`config.mk`:
```
export PLATFORM = sky130hd
export DESIGN_NAME = async_fifo_wr_ctrl
export DESIGN_NICKNAME = d
export VERILOG_FILES = /design/src/rtl/async_fifo_pkg.sv /design/src/rtl/sync_2ff.sv /design/src/rtl/async_fifo_wr_ctrl.sv
export SDC_FILE = /design/constraint.sdc
export NUM_CORES = 1
export LEC_CHECK = 0
export ABC_AREA = 1
export BUFFER_PORTS_ARGS = -buffer_cell sky130_fd_sc_hd__buf_4
export CORE_ASPECT_RATIO = 0.7
export CORE_MARGIN = 1
export CORE_UTILIZATION = 40
export CTS_CLUSTER_DIAMETER = 100
export DETAILED_ROUTE_END_ITERATION = 10
export GPL_ROUTABILITY_DRIVEN = 0
export PLACE_DENSITY = 0.68
export SLEW_MARGIN = 20
export SYNTH_ARGS = -nofsm -noshare
export SYNTH_HDL_FRONTEND = slang
export SYNTH_HIERARCHICAL = 1
export SYNTH_SLANG_ARGS = --single-unit
```
`constraint.sdc`:
```
create_clock -name wr_clk -period 3.95 [get_ports wr_clk]
set_input_delay 0.79 -clock wr_clk [delete_from_list [all_inputs] [get_ports wr_clk]]
set_output_delay 0.79 -clock wr_clk [all_outputs]
set_load 0.05 [all_outputs]
```
`src/rtl/async_fifo_pkg.sv`:
```
// Shared pointer helpers for the async FIFO write and read controllers.
// Functions work on a fixed maximum pointer width; callers zero-extend and slice.
package async_fifo_pkg;

  localparam int unsigned PtrMaxW = 13;

  typedef logic [PtrMaxW-1:0] ptr_t;

  function automatic ptr_t bin2gray(input ptr_t b);
    return b ^ (b >> 1);
  endfunction

  function automatic ptr_t gray2bin(input ptr_t g);
    ptr_t b;
    b[PtrMaxW-1] = g[PtrMaxW-1];
    for (int i = PtrMaxW - 2; i >= 0; i--) begin
      b[i] = b[i+1] ^ g[i];
    end
    return b;
  endfunction

endpackage

```
`src/rtl/sync_2ff.sv`:
```
// Two-flop synchroniser for a Gray-coded bus; resets to zero.
module sync_2ff #(
  parameter int unsigned WIDTH = 1
) (
  input  logic             clk_i,
  input  logic             rst_ni,
  input  logic [WIDTH-1:0] d_i,
  output logic [WIDTH-1:0] q_o
);

  logic [WIDTH-1:0] q1_q, q2_q;

  always_ff @(posedge clk_i or negedge rst_ni) begin
    if (!rst_ni) begin
      q1_q <= '0;
      q2_q <= '0;
    end else begin
      q1_q <= d_i;
      q2_q <= q1_q;
    end
  end

  assign q_o = q2_q;

endmodule

```
`src/rtl/async_fifo_wr_ctrl.sv`:
```
// Write-side controller of an async FIFO: pointer, full/level flags, RAM write port.
// Optional macro ASYNC_FIFO_WR_ALMOST_FULL_EN adds AFULL_THRESH and wr_almost_full.
module async_fifo_wr_ctrl
  import async_fifo_pkg::*;
#(
  parameter int unsigned DATA_WIDTH = 8,
  parameter int unsigned ADDR_WIDTH = 4
`ifdef ASYNC_FIFO_WR_ALMOST_FULL_EN
  ,
  parameter int unsigned AFULL_THRESH = 2**ADDR_WIDTH - 2
`endif
) (
  input  logic                  wr_clk,
  input  logic                  wr_rst_n,
  input  logic                  wr_req,
  input  logic [DATA_WIDTH-1:0] wr_din,
  input  logic [ADDR_WIDTH:0]   rd_gptr,
  output logic                  wr_full,
  output logic                  wr_overflow,
  output logic [ADDR_WIDTH:0]   wr_level,
  output logic                  ram_wr_en,
  output logic [ADDR_WIDTH-1:0] ram_wr_addr,
  output logic [DATA_WIDTH-1:0] ram_wr_data,
  output logic [ADDR_WIDTH:0]   wr_gptr
`ifdef ASYNC_FIFO_WR_ALMOST_FULL_EN
  ,
  output logic                  wr_almost_full
`endif
);

  localparam int unsigned PtrW = ADDR_WIDTH + 1;

  logic [PtrW-1:0] wbin_q, wbin_d, gptr_q, gptr_d, level_q, level_d, rq2, rq2_bin;
  logic            full_q, full_d, ovf_q, push;
  ptr_t            gray_ext, rbin_ext;

  sync_2ff #(
    .WIDTH (PtrW)
  ) u_rd_sync (
    .clk_i  (wr_clk),
    .rst_ni (wr_rst_n),
    .d_i    (rd_gptr),
    .q_o    (rq2)
  );

  // Gate with reset so the RAM never sees a write while the pointer is held at zero.
  assign push = wr_req & ~full_q & wr_rst_n;

  always_comb begin
    wbin_d   = wbin_q + PtrW'(push);
    gray_ext = bin2gray(ptr_t'(wbin_d));
    gptr_d   = gray_ext[PtrW-1:0];
    rbin_ext = gray2bin(ptr_t'(rq2));
    rq2_bin  = rbin_ext[PtrW-1:0];
    // Full when the write pointer has lapped the read pointer exactly once.
    full_d   = (gptr_d == {~rq2[PtrW-1:PtrW-2], rq2[PtrW-3:0]});
    level_d  = wbin_d - rq2_bin;
  end

  if (PtrW < PtrMaxW) begin : g_unused
    logic unused_hi;
    assign unused_hi = ^{gray_ext[PtrMaxW-1:PtrW], rbin_ext[PtrMaxW-1:PtrW]};
  end

  always_ff @(posedge wr_clk or negedge wr_rst_n) begin
    if (!wr_rst_n) begin
      wbin_q  <= '0;
      gptr_q  <= '0;
      full_q  <= 1'b0;
      level_q <= '0;
      ovf_q   <= 1'b0;
    end else begin
      wbin_q  <= wbin_d;
      gptr_q  <= gptr_d;
      full_q  <= full_d;
      level_q <= level_d;
      ovf_q   <= ovf_q | (wr_req & full_q);
    end
  end

`ifdef ASYNC_FIFO_WR_ALMOST_FULL_EN
  localparam logic [PtrW-1:0] AfThresh = PtrW'(AFULL_THRESH);

  logic afull_q;

  always_ff @(posedge wr_clk or negedge wr_rst_n) begin
    if (!wr_rst_n) begin
      afull_q <= 1'b0;
    end else begin
      afull_q <= (level_d >= AfThresh);
    end
  end

  assign wr_almost_full = afull_q;
`endif

  assign wr_full     = full_q;
  assign wr_overflow = ovf_q;
  assign wr_level    = level_q;
  assign wr_gptr     = gptr_q;
  assign ram_wr_en   = push;
  assign ram_wr_addr = wbin_q[ADDR_WIDTH-1:0];
  assign ram_wr_data = wr_din;

endmodule

```
==> flow_metrics.tcl <==
set metrics [dict create \
    syn_area_per_cell_um2 9.566 \
    grt_pass1_vias 774 \
    cp_num_buf_inv 2 \
    slew_viol_final 0 \
    dp_hpwl_mm 1.685 \
    drive_gt1_share_pct 21.77 \
    crit_family "adder cells" \
    num_antenna_cells 0 \
    io_pins 41 \
    drtAntennaViolNets 0 \
    grt_max_degree 28 \
    worst_pin_slew_ps 327.2 \
    drcViolationCount 0 \
    htree_levels 1 \
    criticalPathCategory "in2reg" \
    tritoncts "built" \
    end_kind "flip-flop" \
    nets 171 \
    yosys_warnings 6 \
    instances_no_fill 183 \
    finalHoldViolCount 0 \
    synth_nets 150 \
    initial_core_util_pct 42.74 \
    synth.cell_area_um2 1215 \
    final_common_cell "nand2_1" \
    area_growth_pct 19.46 \
    max-cap-violations 0 \
    dr.pass1.iters 4 \
    die_w_um 67.87 \
    clk_pin_slew_ps 90 \
    power_leakage_uw 0.0007866 \
    grt_pass1_wl_mm 3.505 \
    io_buffer_count 24 \
    dr.first_iter.drc_count 55 \
    layout_common_cells "nand2_1 (38), dfrtp_1 (26), buf_4 (24)" \
    grtUsageTotal_pct 15.45 \
    timing.final.ws_setup_ps 1268 \
    yosys-top-cells-area "dfrtp_1 (54%), nand2_1 (12%), ha_1 (6.2%)" \
    die_y_um 48.11 \
    p_per_area_nw_per_um2 978.0 \
    rows 16 \
    setup_violations 0 \
    synth_top_area_share_pct 53.55 \
    slowest_stage "ha_1" \
    required_ps 4110 \
    hold_buffers 0 \
    hold_slack_ps 355.1 \
    cts_max_path_buffers 2 \
    gr-total-overflow 0 \
    nFillCells 272 \
    fmax_mhz 372.8 \
    yosysUniqueCellTypes 20 \
    netlist_instances 127 \
    postCtsSetupBuffers 0 \
    via_count 851 \
    max_stage_delay_ps 340 \
    ys_seq_area_share_pct 53.55 \
    cts_num_sinks 26 \
    status "completed" \
    antenna_found_initial 0 \
    rsz0062_at_grt "no" \
    cts_resized 0 \
    hold_path_class "reg2reg" \
    startpoint_type "input pin" \
    numCtsBuffers 3 \
    clkLatencyLatePin_ps 270 \
    slew_headroom_pct 78.19 \
    routed_wl_mm 2.161 \
    finalSetupTns_ps 0 \
    seq_area_um2 650.6 \
    period_minus_slack_ps 2682 \
    min_period_over_period_pct 67.90 \
    dieArea_um2 3265 \
    dp.cells 179 \
    drt-vias-per-instance 4.650 \
    yosys.area.top_type "dfrtp_1" \
    ir_worst_vdd_uv 382.4 \
    clock_skew_ps 6.436 \
    multi_input_area_um2 442.9 \
    dp_slack_ps 982.1 \
    cp_data_arrival_time_ps 2840 \
    coreArea_um2 2843 \
    cts_root_buf "clkbuf_8" \
    synth_seq_cells 26 \
    wl_per_cell_um 11.81 \
    path_cells "buf_4 -> nand2_1 -> nor2_1 -> ha_1 -> ha_1 -> nand2_1 -> nand2_2 -> clkinv_2 -> ha_1 -> a21oi_1 -> nand2_1 -> xor2_1" \
    critPathMaxFanout 27 \
]
## per-layer routing
layer	vias up	track usage, %	share of wire, %
li1	432	-	-
met1	393	20.36	48
met2	24	24.16	44
met3	2	6.308	7.2
met4	0	3.750	0.37
met5	-	0	0
## worst reg2reg max path, cell delays in order (launching register included)
cell     delay, ps
dfrtp_1        430
xnor2_2        310
xor2_2         240
nand2_1        100
nand3_1         80
nand2_1         60
inv_1           50
ha_1           130
inv_1           60
fa_1           410
a31oi_1        220
xnor2_1        150
## flip-flops by register name, summed over array words and instances, names as in the netlist
| name | count |
|---|---|
| wr_level | 5 |
| wr_gptr | 5 |
| wr_overflow | 1 |
| wbin_q | 4 |
| u_rd_sync/q_o | 5 |
| wr_full | 1 |
| u_rd_sync/q1_q | 5 |
## path summary, 6_finish.rpt
check,start,to,slack (ps),depth (start not counted)
max in group asynchronous,wr_rst_n,wr_overflow$_DFF_PN0_,3290,1
worst max register to register,u_rd_sync/q_o[4]$_DFF_PN0_,wr_level[4]$_DFF_PN0_,1620,11
worst max-delay path,wr_rst_n,wr_level[3]$_DFF_PN0_,1270,12
min in group asynchronous,wr_rst_n,wr_level[0]$_DFF_PN0_,410,1
worst min-delay path,u_rd_sync/q1_q[2]$_DFF_PN0_,u_rd_sync/q_o[2]$_DFF_PN0_,360,0
worst min register to register,u_rd_sync/q1_q[2]$_DFF_PN0_,u_rd_sync/q_o[2]$_DFF_PN0_,360,0
## report_power, final
part           internal (uW)  total, uW  switching, uW
combinational            243        793            550
sequential               356        409           53.4
clock                    136        217           81.6
## metrics by stage
step / cell area, um2 / power (uW) / utilization [%]
after floorplan: 1215 / 1008 / -
after global placement: 1380 / 1192 / 48.55
after detailed placement: 1380 / 1208 / 48.55
after CTS: 1451 / 1433 / 51.06
after global routing: 1451 / 1530 / 51.06
final: 1451 / 1419 / 51.06
## layout make-up
| cell class | instances | area share, % |
|---|---|---|
| Sequential cell | 26 | 44.83 |
| Multi-Input combinational cell | 77 | 30.52 |
| Timing Repair Buffer | 24 | 12.41 |
| Inverter | 16 | 4.224 |
| Tap cell | 36 | 3.103 |
| Clock buffer | 3 | 2.845 |
| Clock inverter | 1 | 2.069 |
## cells by family (layout without fill, tap and decap cells)
group / count (synthesis) / in the layout / synth area share (%)
AND/OR/NAND/NOR: 61 / 61 / 21.63
flip-flops: 26 / 26 / 53.55
buffers and inverters: 24 / 44 / 9.989
adder cells (fa/ha/maj): 7 / 7 / 7.827
XOR/XNOR: 5 / 5 / 4.841
AO/OA/AOI/OAI: 4 / 4 / 2.162
## synthesized netlist by cell type
master,number
a21o_1,2
xnor2_1,1
xor2_1,2
nand3_1,14
ha_1,6
nand2_2,1
inv_1,15
nand2_1,38
xor2_2,1
buf_4,8
nor2_1,3
dfrtp_1,26
a31oi_1,1
a21oi_1,1
nand3b_1,1
nand4_1,3
xnor2_2,1
fa_1,1
or2_1,1
clkinv_2,1
Power figures use the tool's default switching activity.
